--- config.mk ---
export PLATFORM = sky130hd
export DESIGN_NAME = osc_div_multi_flat
export DESIGN_NICKNAME = d
export VERILOG_FILES = /design/src/rtl/osc_div_pkg.sv /design/src/rtl/osc_div_multi_if.sv /design/src/rtl/osc_div_chan.sv /design/src/rtl/osc_div_multi.sv /design/src/flat_wrapper.sv
export SDC_FILE = /design/constraint.sdc
export NUM_CORES = 1
export LEC_CHECK = 0
export BUFFER_PORTS_ARGS = -buffer_cell sky130_fd_sc_hd__clkbuf_2
export CAP_MARGIN = 20
export CORE_MARGIN = 2
export CORE_UTILIZATION = 50
export CTS_BUF_LIST = sky130_fd_sc_hd__clkbuf_2
export DETAILED_ROUTE_END_ITERATION = 8
export PLACE_DENSITY = 0.67
export SYNTH_ARGS = -nofsm -noshare
export SYNTH_HDL_FRONTEND = slang
export SYNTH_SLANG_ARGS = --single-unit
--- constraint.sdc ---
create_clock -name clk -period 5.49 [get_ports clk]
set_input_delay 0.549 -clock clk [delete_from_list [all_inputs] [get_ports clk]]
set_output_delay 0.549 -clock clk [all_outputs]
set_load 0.005 [all_outputs]
--- src/rtl/osc_div_pkg.sv ---
// Shared types and helpers for the multi-channel divided-clock generator.
// Latency: n/a (types, constants and pure functions only).
// Backpressure: n/a.
package osc_div_pkg;

  typedef enum logic [1:0] {
    ST_RUN,
    ST_DRAIN,
    ST_STOP
  } osc_st_t;

  localparam int OSC_DIV_MIN = 2;

  // Ratios 0 and 1 cannot produce a 50%-ish clock, so they run as divide-by-2.
  function automatic int div_clamp(input int n);
    return (n < OSC_DIV_MIN) ? OSC_DIV_MIN : n;
  endfunction

  // High-phase length ceil(n/2): odd ratios stay high one cycle longer.
  function automatic int half_hi(input int n);
    return (n + 1) / 2;
  endfunction

endpackage

--- src/rtl/osc_div_multi_if.sv ---
// Control and output bundle of osc_div_multi (master = controller, slave = generator).
// Latency: n/a (wires only).
// Backpressure: none; loads are single-cycle strobes, outputs are free-running.
interface osc_div_multi_if #(
  parameter int NUM_CH = 2,
  parameter int CNT_W  = 8
);
  localparam int CH_W = (NUM_CH > 1) ? $clog2(NUM_CH) : 1;

  logic              stdby;
  logic              div_load;
  logic [CH_W-1:0]   div_ch;
  logic [CNT_W-1:0]  div_val;
  logic [NUM_CH-1:0] osc;
  logic [NUM_CH-1:0] osc_tick;
  logic              stdby_ack;
  logic              sedstdby;
  logic              oscesb;

  modport master (
    output stdby, div_load, div_ch, div_val,
    input  osc, osc_tick, stdby_ack, sedstdby, oscesb
  );

  modport slave (
    input  stdby, div_load, div_ch, div_val,
    output osc, osc_tick, stdby_ack, sedstdby, oscesb
  );
endinterface

--- src/rtl/osc_div_chan.sv ---
// One programmable divider channel: counter, pending/active ratio, park handshake.
// Latency: osc/tick registered, one cycle after the count they describe.
// Backpressure: none; a new ratio waits for the period boundary, park waits for it too.
module osc_div_chan
  import osc_div_pkg::*;
#(
  parameter int CNT_W    = 8,
  parameter int DIV_INIT = 4
) (
  input  logic             clk,
  input  logic             rst_n,
  input  logic             load,
  input  logic [CNT_W-1:0] val,
  input  logic             park_req,
  output logic             osc,
  output logic             tick,
  output logic             parked
);

  localparam logic [CNT_W-1:0] DIV_RST = CNT_W'(div_clamp(DIV_INIT));

  // cnt is the count of the cycle the next edge will present on osc/tick.
  logic [CNT_W-1:0] cnt;
  logic [CNT_W-1:0] div;
  logic [CNT_W-1:0] pend;
  logic [CNT_W-1:0] pend_nxt;
  logic [CNT_W-1:0] div_use;
  logic [CNT_W-1:0] val_c;

  // Latest load wins; a load seen on the period-start edge applies to that period.
  always_comb begin
    val_c    = CNT_W'(div_clamp(int'(val)));
    pend_nxt = load ? val_c : pend;
    div_use  = (cnt == '0) ? pend_nxt : div;
  end

  // Count, swap in the pending ratio at period start, park only at a boundary.
  always_ff @(posedge clk or negedge rst_n) begin
    if (!rst_n) begin
      cnt    <= '0;
      div    <= DIV_RST;
      pend   <= DIV_RST;
      osc    <= 1'b0;
      tick   <= 1'b0;
      parked <= 1'b0;
    end else begin
      pend <= pend_nxt;
      if (cnt == '0) begin
        div <= div_use;
      end
      if (park_req && (cnt == '0)) begin
        osc    <= 1'b0;
        tick   <= 1'b0;
        parked <= 1'b1;
      end else begin
        parked <= 1'b0;
        osc    <= (cnt < CNT_W'(half_hi(int'(div_use))));
        tick   <= (cnt == (div_use - 1'b1));
        cnt    <= (cnt == (div_use - 1'b1)) ? '0 : cnt + 1'b1;
      end
    end
  end

endmodule

--- src/rtl/osc_div_multi.sv ---
// NUM_CH runtime-programmable divided clocks with glitch-free standby drain/stop; OSC_DIV_ESB_EN adds the fixed OSCESB clock.
// Latency: all outputs registered; first osc high one cycle after reset release, ack one cycle after last park.
// Backpressure: none; ratio loads accepted every cycle and applied at the next period start.
module osc_div_multi
  import osc_div_pkg::*;
#(
  parameter int NUM_CH   = 2,
  parameter int CNT_W    = 8,
  parameter int DIV_INIT = 4,
  parameter int ESB_DIV  = 5
) (
  input  logic              clk,
  input  logic              rst_n,
  osc_div_multi_if.slave    bus
);

  localparam int CH_W = (NUM_CH > 1) ? $clog2(NUM_CH) : 1;

  osc_st_t           state;
  logic              ack_q;
  logic              sed_q;
  logic              park_req;
  logic [NUM_CH-1:0] parked;
  logic [NUM_CH-1:0] osc_v;
  logic [NUM_CH-1:0] tick_v;

  // Channels are asked to park in DRAIN and stay parked through STOP.
  assign park_req = (state != ST_RUN);

  // Shared standby sequencer plus the plain standby delay for the SED block.
  always_ff @(posedge clk or negedge rst_n) begin
    if (!rst_n) begin
      state <= ST_RUN;
      ack_q <= 1'b0;
      sed_q <= 1'b0;
    end else begin
      sed_q <= bus.stdby;
      unique case (state)
        ST_RUN: begin
          if (bus.stdby) state <= ST_DRAIN;
        end
        ST_DRAIN: begin
          if (!bus.stdby) begin
            state <= ST_RUN;
          end else if (&parked) begin
            state <= ST_STOP;
            ack_q <= 1'b1;
          end
        end
        ST_STOP: begin
          if (!bus.stdby) begin
            state <= ST_RUN;
            ack_q <= 1'b0;
          end
        end
        default: begin
          state <= ST_RUN;
          ack_q <= 1'b0;
        end
      endcase
    end
  end

  for (genvar i = 0; i < NUM_CH; i++) begin : g_ch
    osc_div_chan #(
      .CNT_W    (CNT_W),
      .DIV_INIT (DIV_INIT)
    ) u_chan (
      .clk      (clk),
      .rst_n    (rst_n),
      .load     (bus.div_load && (bus.div_ch == CH_W'(i))),
      .val      (bus.div_val),
      .park_req (park_req),
      .osc      (osc_v[i]),
      .tick     (tick_v[i]),
      .parked   (parked[i])
    );
  end

  assign bus.osc       = osc_v;
  assign bus.osc_tick  = tick_v;
  assign bus.stdby_ack = ack_q;
  assign bus.sedstdby  = sed_q;

`ifdef OSC_DIV_ESB_EN
  // Always-on side clock for SED: never loaded, never parked by standby.
  logic esb_osc;
  logic esb_tick;
  logic esb_parked;

  osc_div_chan #(
    .CNT_W    (CNT_W),
    .DIV_INIT (ESB_DIV)
  ) u_esb (
    .clk      (clk),
    .rst_n    (rst_n),
    .load     (1'b0),
    .val      ('0),
    .park_req (1'b0),
    .osc      (esb_osc),
    .tick     (esb_tick),
    .parked   (esb_parked)
  );

  assign bus.oscesb = esb_osc;
`else
  assign bus.oscesb = 1'b0;
`endif

endmodule
--- src/flat_wrapper.sv ---
// flat-port wrapper written by rule: the top's interface ports become plain ports
module osc_div_multi_flat import osc_div_pkg::*;
#(
  parameter int NUM_CH   = 2,
  parameter int CNT_W    = 8,
  parameter int DIV_INIT = 4,
  parameter int ESB_DIV  = 5
)
  (clk, rst_n, bus_stdby, bus_div_load, bus_div_ch, bus_div_val, bus_osc, bus_osc_tick, bus_stdby_ack, bus_sedstdby, bus_oscesb);
  osc_div_multi_if #(.NUM_CH(NUM_CH), .CNT_W(CNT_W)) bus_i ();
  input  logic clk;
  input  logic rst_n;
  input wire logic [$bits(bus_i.stdby)-1:0] bus_stdby;
  input wire logic [$bits(bus_i.div_load)-1:0] bus_div_load;
  input wire logic [$bits(bus_i.div_ch)-1:0] bus_div_ch;
  input wire logic [$bits(bus_i.div_val)-1:0] bus_div_val;
  output wire logic [$bits(bus_i.osc)-1:0] bus_osc;
  output wire logic [$bits(bus_i.osc_tick)-1:0] bus_osc_tick;
  output wire logic [$bits(bus_i.stdby_ack)-1:0] bus_stdby_ack;
  output wire logic [$bits(bus_i.sedstdby)-1:0] bus_sedstdby;
  output wire logic [$bits(bus_i.oscesb)-1:0] bus_oscesb;
  assign bus_i.stdby = bus_stdby;
  assign bus_i.div_load = bus_div_load;
  assign bus_i.div_ch = bus_div_ch;
  assign bus_i.div_val = bus_div_val;
  assign bus_osc = bus_i.osc;
  assign bus_osc_tick = bus_i.osc_tick;
  assign bus_stdby_ack = bus_i.stdby_ack;
  assign bus_sedstdby = bus_i.sedstdby;
  assign bus_oscesb = bus_i.oscesb;
  osc_div_multi #(.NUM_CH(NUM_CH), .CNT_W(CNT_W), .DIV_INIT(DIV_INIT), .ESB_DIV(ESB_DIV)) u_core (.clk(clk), .rst_n(rst_n), .bus(bus_i));
endmodule
==> results of run 1 <==
[stage by stage]
stage | utilization | instances
finish | 0.555 | 495
CTS | 0.555 | 495
global route | 0.555 | 495
floorplan | - | 375
detailed placement | 0.532 | 479
global placement | 0.532 | 479
[metal layers]
metal	wire, um	up-vias
li1	-	1377
met4	76	0
met2	3510	50
met3	305	8
met1	3860	1344
met5	0	-
[cells by family after synthesis]
logic type,share of synthesized area
mux,0.0957
other cells,0.00101
buf+inv,0.0436
simple gates,0.193
flops,0.391
fa+ha+maj,0.0738
compound gates,0.106
xor+xnor,0.0963
[power by group]
part	leakage (nW)	switching, W	internal (W)
Combinational	1.02	0.000633	0.000529
Clock	0.0858	0.000176	0.000195
Sequential	0.701	0.000165	0.000569
Total	1.81	0.000975	0.00129
[final cells by class]
type	count	area, um^2	share of cell area
multi-input combinational	283	2110	0.524
sequential	58	1460	0.362
tap	99	124	0.0308
clock inverter	7	118	0.0292
timing repair buffer	19	97.6	0.0243
inverter	20	75.1	0.0187
clock buffer	9	45.0	0.0112
[worst register-to-register path: cells and delay by family, from the launching register on]
kind,cells,cell delay [ps]
simple gates,4,1210
fa+ha+maj,3,720
compound gates,5,690
flops,1,480
mux,1,450
xor+xnor,1,140
buf+inv,1,130
[cells in the mapped netlist (all sizes together), types with 3 or more instances]
library cell	number	area, um^2
a211oi	3	27.5
a21o	5	37.5
a21oi	14	70.1
and2	4	25.0
and3	7	43.8
buf	12	80.1
dfrtp	54	1350
dfstp	4	105
ha	22	275
inv	20	75.1
mux2	23	267
mux2i	9	90.1
nand2	18	70.1
nand2b	3	18.8
nand3	16	80.1
nand4	4	25.0
nor2	28	108
nor2b	3	18.8
nor3	18	90.1
nor4	7	73.8
o211a	3	30.0
o211ai	5	37.5
o21ai	18	90.1
or3	4	25.0
or4	3	26.3
xnor2	22	193
xor2	19	166
[state kept, by name, indices dropped and copies added, names as in the netlist]
name                       cells
u_core.g_ch.u_chan.osc         2
u_core.g_ch.u_chan.pend       16
u_core.bus.sedstdby            1
u_core.state                   2
u_core.g_ch.u_chan.tick        2
u_core.bus.stdby_ack           1
u_core.g_ch.u_chan.div        16
u_core.g_ch.u_chan.cnt        16
u_core.g_ch.u_chan.parked      2
[how the worst min path moves through the flow]
stage                                                  from                                       to  slack [ps]  cells past startpoint
global route                                      bus_stdby            u_core.bus.sedstdby$_DFF_PN0_         170                      1
floorplan                                             rst_n            u_core.bus.sedstdby$_DFF_PN0_         250                      0
CTS                                               bus_stdby            u_core.bus.sedstdby$_DFF_PN0_         160                      1
global placement    u_core.g_ch[0].u_chan.pend[6]$_DFF_PN0_  u_core.g_ch[0].u_chan.pend[6]$_DFF_PN0_         490                      1
finish                                                rst_n  u_core.g_ch[1].u_chan.pend[5]$_DFF_PN0_         160                      2
detailed placement  u_core.g_ch[1].u_chan.pend[7]$_DFF_PN0_  u_core.g_ch[1].u_chan.pend[7]$_DFF_PN0_         500                      1
==> impl_metrics.toml, run 1 <==
[finish]
drive_gt1_frac = 0.182
fillers = 677
synthToLayoutAreaGrowth_pct = 7.96
fin_area_um2 = 4020
final_nets = 426
final_common_cell = "dfrtp_1"
diodes = 0
final_cell_mix = "dfrtp_1, nor2_1, clkbuf_2"

[logic_synthesis]
postSynthAreaPerCell_um2 = 9.94
ys_warn_count = 0
netlist_instances = 375
synthFlopType = "dfrtp_1"
postSynthRegisterBits = 58
synth_seq_area_share = 0.391
syn_area_um2 = 3730
syn_nets = 410
async_flop_share = 1.00
synth_edf_count = 0
yosys.cell_types.count = 60

[critical_path]
path_cells = "inv_1 > ha_1 > or3b_2 > nor2_2 > mux2_2 > ha_1 > xnor2_1 > ha_1 > a21o_1 > a21o_1 > a21oi_1 > nor2b_1 > o21ai_0 > a21oi_1 > nor3_1"
crit_path_frequent_cell = "ha_1"
critPathCaptureType = "flop"
r2r_setup_slack_ps = 1570
crit_family = "simple AND/OR/NAND/NOR gates"
worst-endpoint-required_ps = 5870
r2r-start = "u_core.g_ch[0].u_chan.cnt[0]$_DFFE_PN0N_"
start_kind = "flop"
path_buf_inv = 1
path_depth = 15
crit_type = "flop to flop"
cpPeakStageDelay_ps = 500
arrival_ps = 4300
r2r_cells = 15
cp_slowest_cell = "nor2_2"
regToRegEndpoint = "u_core.g_ch[0].u_chan.osc$_DFF_PN0_"
cp-endpoint = "u_core.g_ch[0].u_chan.osc$_DFF_PN0_"
cp-startpoint = "u_core.g_ch[0].u_chan.cnt[0]$_DFFE_PN0N_"
path_max_fanout = 13

[clock_network]
ctsHoldBuffers = 0
cts_resized = 0
clock_path_buffers = 2
postCtsSetupBuffers = 0
worstSkewPairLatency_ps = 480
htree_levels = 3
cts_tree = "yes"
root_buffer = "clkbuf_2"
cts_buffers = 9
clk_pin_slew_worst_paths_ps = 190
cts.sinks = 58

[place]
io_buffer_count = 18
place_area_um2 = 3860
dp_worst_setup_slack_ps = 1440
hpwl_um = 5750
gp_congestion = 0.897

[die]
io_pins = 20
dieArea_um2 = 8160
rows = 31
die_x_um = 90.3
die_y_um = 90.3
initial_core_util = 0.514
core_um2 = 7250

[timing]
fmax_mhz = 255
fin_hold_ws_ps = 160
fin_tns_setup_ps = 0
slew_violations = 0
max_slew_margin = 0.524
fin_crit_ps = 3920
layout_setup_ws_ps = 1570
hold_viol_final = 0
rsz0062_at_grt = "no"
final-setup-viol-count = 0
fin_skew_ps = 25.1
worst_slew_pin_slew_ps = 704
fin_crit_sh = 0.714

[power]
power.leakage_nw = 1.81
power.total_w = 0.00227
peakVddDrop_v = 0.000257
power.density_nw_per_um2 = 563

[run]
maxCapViolCount = 0

[global_route]
overflow = 0
grt_max_degree = 59
antenna_found_initial = 0
grt_pass1_vias = 2804
use_met3 = 0.0376
busiest_layer = "met2"
use_met2 = 0.312
gr-usage-met1 = 0.281
grt_first_pass_wirelength_um = 13300
grt_usage = 0.203

[route]
routed_wl_um = 7750
drt-wirelength-per-cell_um = 15.6
drt_iter0_drc = 93
drtPass1Iterations = 4
ant_nets = 0
drc = 0
viasPerCell = 5.61
vias = 2779

[worst_hold_path]
hold_path_class = "primary input to asynchronous set/reset pin"

[run_status]
outcome = "complete, no violations"
Power figures use the tool's default switching activity.
==> run 2: changes to the inputs <==
==> constraint.sdc (replaced) <==
create_clock -name clk -period 3.9 [get_ports clk]
set_input_delay 0.39 -clock clk [delete_from_list [all_inputs] [get_ports clk]]
set_output_delay 0.39 -clock clk [all_outputs]
set_load 0.005 [all_outputs]
==> run 2 against run 1 <==
Compared with the run above:
- the flow now finishes with violations (hold timing)
- utilization is 0.086 points lower
- final cell count is 1.2% higher
- power is 36% higher
- register-to-register slack worse by 1200 ps
- combinational power is 48% higher
- die area stayed put
- wire length is 0.30% lower
- clock-buffer cell count stayed put
- clock skew hardly changed
- via count is 1.3% higher
- global-route usage is 0.28 points higher
- largest cell class unchanged
- highest routed layer unchanged
==> impl_metrics.toml, run 2 (synthesis gave the netlist of run 1 again) <==
[critical_path]
crit_type = "flop to flop"
cpPeakStageDelay_ps = 530
arrival_ps = 3940
start_kind = "flop"
crit_family = "simple AND/OR/NAND/NOR gates"
r2r_cells = 15
crit_path_frequent_cell = "ha_1"
path_buf_inv = 1
r2r_setup_slack_ps = 360
critPathCaptureType = "flop"
r2r-start = "u_core.g_ch[0].u_chan.cnt[0]$_DFFE_PN0N_"
path_cells = "inv_1 > ha_1 > or3b_2 > nor2_4 > mux2_2 > ha_1 > xnor2_1 > ha_1 > a21o_1 > a21o_1 > a21oi_1 > nor2b_1 > o21ai_0 > a21oi_1 > nor3_1"
cp_slowest_cell = "or3b_2"
regToRegEndpoint = "u_core.g_ch[0].u_chan.osc$_DFF_PN0_"
path_max_fanout = 7
worst-endpoint-required_ps = 4300

[clock_network]
cts_resized = 0
cts_buffers = 9
cts.sinks = 58
ctsHoldBuffers = 0
worstSkewPairLatency_ps = 480
postCtsSetupBuffers = 0
root_buffer = "clkbuf_2"
clk_pin_slew_worst_paths_ps = 180
htree_levels = 3
cts_tree = "yes"
clock_path_buffers = 2

[timing]
layout_setup_ws_ps = 358
fin_hold_ws_ps = -8.86
hold_viol_final = 2
max_slew_margin = 0.487
fin_crit_ps = 3540
final-setup-viol-count = 0
rsz0062_at_grt = "no"
fmax_mhz = 282
fin_skew_ps = 25.4
slew_violations = 0
fin_crit_sh = 0.908
worst_slew_pin_slew_ps = 758
fin_tns_setup_ps = 0

[finish]
final_nets = 432
diodes = 0
synthToLayoutAreaGrowth_pct = 7.79
final_common_cell = "dfrtp_1"
fin_util = 0.554
drive_gt1_frac = 0.192
final_cell_mix = "dfrtp_1, nor2_1, clkbuf_2"
fin_cells = 501
top_regs = "u_core.g_ch.u_chan.cnt: 16 flops, u_core.g_ch.u_chan.div: 16 flops, u_core.g_ch.u_chan.pend: 16 flops"

[global_route]
antenna_found_initial = 0
grt_usage = 0.206
use_met3 = 0.0351
grt_first_pass_wirelength_um = 13400
grt_pass1_vias = 2825
busiest_layer = "met2"
overflow = 0
use_met2 = 0.322
gr-usage-met1 = 0.287
grt_max_degree = 59

[route]
drtPass1Iterations = 5
drc = 0
viasPerCell = 5.62
vias = 2814
drt-wirelength-per-cell_um = 15.4
drt_iter0_drc = 133
routed_wl_um = 7720
ant_nets = 0

[die]
die_y_um = 90.3
core_um2 = 7250
die_x_um = 90.3
io_pins = 20
initial_core_util = 0.514
dieArea_um2 = 8160
rows = 31

[run_status]
outcome = "complete, but fails checks"
failed_checks = "hold timing"

[run]
maxCapViolCount = 0

[place]
hpwl_um = 5770
io_buffer_count = 18
gp_congestion = 0.870
place_inst = 485
dp_worst_setup_slack_ps = -79.2

[power]
peakVddDrop_v = 0.000274
p_int_w = 0.00172
switching_power_w = 0.00137
p_clk_frac = 0.117
power.density_nw_per_um2 = 769
power.share.sequential = 0.327
power_frac_comb = 0.556
power.leakage_nw = 1.82
p_sw_frac = 0.443

[worst_hold_path]
hold_path_class = "primary input to asynchronous set/reset pin"
run 2: cell types whose count changed in the layout (fill, tap and decap cells not counted):
cell        delta
clkinv_2       +3
clkinv_4       -1
nor2_4         +1
nor2_2         -1
a2111oi_1      +1
buf_4          +6
clkinv_1       +1
clkinvlp_4     -1
bufinv_16      -2
a2111oi_0      -1
run 2: per-layer routing:
metal	part of all wire	wire length [um]
met1	0.50	3900
met5	0	0
met2	0.44	3420
met3	0.039	300
met4	0.013	99
run 2: metrics by stage:
stage	area [um^2]	total power, W
finish	4020	0.00309
global route	4020	0.00339
CTS	4010	0.00310
detailed placement	3910	0.00273
global placement	3910	0.00267
floorplan	3730	0.00234
run 2: how the worst max path moves through the flow:
stage | start | endpoint | slack, ps | depth (start not counted)
2_1_floorplan | u_core.g_ch[0].u_chan.cnt[0]$_DFFE_PN0N_ | u_core.g_ch[0].u_chan.osc$_DFF_PN0_ | 520 | 16
3_3_place_gp | bus_div_val[3] | u_core.g_ch[1].u_chan.osc$_DFF_PN0_ | 40 | 16
3_5_place_dp | bus_div_val[3] | u_core.g_ch[1].u_chan.osc$_DFF_PN0_ | -80 | 16
4_1_cts | u_core.g_ch[0].u_chan.cnt[0]$_DFFE_PN0N_ | u_core.g_ch[0].u_chan.osc$_DFF_PN0_ | 300 | 15
5_1_grt | u_core.g_ch[0].u_chan.cnt[0]$_DFFE_PN0N_ | u_core.g_ch[0].u_chan.osc$_DFF_PN0_ | 50 | 15
6_report | u_core.g_ch[0].u_chan.cnt[0]$_DFFE_PN0N_ | u_core.g_ch[0].u_chan.osc$_DFF_PN0_ | 360 | 15
run 2: final cells by class:
| class | instances | area [um^2] |
|---|---|---|
| clock buffers | 9 | 45.0 |
| clock inverters | 7 | 60.1 |
| fillers | 684 | 3240 |
| inverters | 20 | 75.1 |
| multi-input cells | 283 | 2110 |
| flip-flops and latches | 58 | 1460 |
| well taps | 99 | 124 |
| repair buffers | 25 | 143 |
run 2: power by group through the flow:
stage               clock (W)  sequential (W)  combinational, W
finish               0.000363         0.00101           0.00172
global route         0.000398         0.00105           0.00194
CTS                  0.000378         0.00101           0.00171
detailed placement          0         0.00103           0.00170
global placement            0         0.00102           0.00165
floorplan                   0        0.000943           0.00140
==> run 3: changes to the inputs <==
--- a/config.mk
+++ b/config.mk
@@ -5,6 +5,7 @@
 export SDC_FILE = /design/constraint.sdc
 export NUM_CORES = 1
 export LEC_CHECK = 0
+export ABC_CLOCK_PERIOD_IN_PS = 3900
 export BUFFER_PORTS_ARGS = -buffer_cell sky130_fd_sc_hd__clkbuf_2
 export CAP_MARGIN = 20
 export CORE_MARGIN = 2
@@ -12,6 +13,8 @@
 export CTS_BUF_LIST = sky130_fd_sc_hd__clkbuf_2
 export DETAILED_ROUTE_END_ITERATION = 8
 export PLACE_DENSITY = 0.67
+export RECOVER_POWER = 50
+export SLEW_MARGIN = 30
 export SYNTH_ARGS = -nofsm -noshare
 export SYNTH_HDL_FRONTEND = slang
 export SYNTH_SLANG_ARGS = --single-unit
==> run 3 against run 2 <==
Compared with the run above:
- the run ends with capacitance limit, slew limit left
- wire length increased by 0.10%
- sequential power about the same
- global-route usage did not move
- worst setup slack hardly changed
- largest power group unchanged
==> impl_metrics.toml, run 3 (synthesis gave the netlist of run 1 again) <==
[run_status]
outcome = "complete, but fails checks"
failed_checks = "capacitance limit, slew limit"

[critical_path]
crit_type = "flop to flop"
worst-endpoint-required_ps = 4290
start_kind = "flop"
path_max_fanout = 7
critPathCaptureType = "flop"
arrival_ps = 3940

[power]
power.density_nw_per_um2 = 770
peakVddDrop_v = 0.000275
power.leakage_nw = 1.81

[finish]
synthToLayoutAreaGrowth_pct = 7.62
diodes = 0
final_common_cell = "dfrtp_1"
top_regs = "u_core.g_ch.u_chan.cnt: 16 flops, u_core.g_ch.u_chan.div: 16 flops, u_core.g_ch.u_chan.pend: 16 flops"
fin_util = 0.553
final_nets = 432
drive_gt1_frac = 0.182
fin_cells = 501
final_cell_mix = "dfrtp_1, nor2_1, clkbuf_2"

[clock_network]
root_buffer = "clkbuf_2"
htree_levels = 3
worstSkewPairLatency_ps = 470
postCtsSetupBuffers = 0
clk_pin_slew_worst_paths_ps = 160
cts_buffers = 9
cts_tree = "yes"
clock_path_buffers = 2
ctsHoldBuffers = 0
cts.sinks = 58

[timing]
worst_slew_pin_slew_ps = 3020
rsz0062_at_grt = "no"
layout_setup_ws_ps = 358
fin_crit_sh = 0.908
fin_skew_ps = 22.4
final-setup-viol-count = 0
hold_viol_final = 0
max_slew_margin = -1.01
fmax_mhz = 282
slew_violations = 59
fin_crit_ps = 3540

[die]
die_x_um = 90.3
core_um2 = 7250
initial_core_util = 0.514
die_y_um = 90.3
rows = 31
io_pins = 20
dieArea_um2 = 8160

[worst_hold_path]
hold_path_class = "primary input to flop"

[global_route]
overflow = 0
grt_first_pass_wirelength_um = 13400
busiest_layer = "met2"
antenna_found_initial = 0
grt_pass1_vias = 2825
grt_usage = 0.206
gr-usage-met1 = 0.287
use_met2 = 0.322
use_met3 = 0.0351
grt_max_degree = 59

[route]
drc = 0
drt_iter0_drc = 122
ant_nets = 0
drtPass1Iterations = 4
drt-wirelength-per-cell_um = 15.4
viasPerCell = 5.61
routed_wl_um = 7730
vias = 2813

[place]
hpwl_um = 5770
io_buffer_count = 18
dp_worst_setup_slack_ps = -79.2
place_inst = 485
gp_congestion = 0.870

[run]
maxCapViolCount = 1
run 3: changes by cell type in the layout (fill, tap and decap cells not counted), sizes merged:
cell,delta
clkbuf,+1
buf,-1
run 3: timing repair:
action	4_1_cts	5_1_grt
hold endpoints to repair	0	0
resized for setup	0	2
endpoints found under the setup margin	0	1
run 3: path summary, 6_finish.rpt:
check,start,endpoint,slack (ps),cells past startpoint
min in group asynchronous,rst_n,u_core.g_ch[1].u_chan.pend[0]$_DFF_PN0_,970,2
max in group asynchronous,rst_n,u_core.g_ch[0].u_chan.pend[7]$_DFF_PN0_,1190,2
min,bus_stdby,u_core.bus.sedstdby$_DFF_PN0_,90,1
max,u_core.g_ch[0].u_chan.cnt[0]$_DFFE_PN0N_,u_core.g_ch[0].u_chan.osc$_DFF_PN0_,360,15
max reg2reg,u_core.g_ch[0].u_chan.cnt[0]$_DFFE_PN0N_,u_core.g_ch[0].u_chan.osc$_DFF_PN0_,360,15
min reg2reg,u_core.g_ch[0].u_chan.pend[6]$_DFF_PN0_,u_core.g_ch[0].u_chan.pend[6]$_DFF_PN0_,520,1
run 3: area by class of cell:
cell class / count / area, um^2
repair buffers: 25 / 136
clock buffers: 9 / 45.0
clock inverters: 7 / 60.1
well taps: 99 / 124
multi-input cells: 283 / 2110
fillers: 688 / 3240
inverters: 20 / 75.1
flip-flops and latches: 58 / 1460
run 3: report_power, final:
group,internal [W],switching (W)
registers,0.000801,0.000210
clock network,0.000141,0.000220
logic,0.000778,0.000937
run 3: layer usage:
| layer | vias up | share of wire |
|---|---|---|
| li1 | 1380 | - |
| met1 | 1371 | 0.51 |
| met2 | 51 | 0.44 |
| met3 | 11 | 0.038 |
| met4 | 0 | 0.012 |
| met5 | - | 0 |
run 3: worst max-delay path, stage by stage, from the launching register on:
cell	delay, ps
dfrtp_1	480
inv_1	150
ha_1	210
or3b_2	530
nor2_4	170
mux2_2	400
ha_1	250
xnor2_1	140
ha_1	300
a21o_1	160
a21o_1	170
a21oi_1	140
nor2b_1	60
o21ai_0	140
a21oi_1	80
nor3_1	120
run 3: stage by stage:
stage                     hold WS (ps)  power (W)  cell area, um^2  setup TNS, ps
after CTS                         30.2    0.00310             4010              0
after floorplan                   94.4    0.00234             3730              0
final                             91.0    0.00309             4010              0
after global placement             481    0.00267             3910              0
after global routing              71.4    0.00338             4010              0
after detailed placement           488    0.00273             3910          -79.2
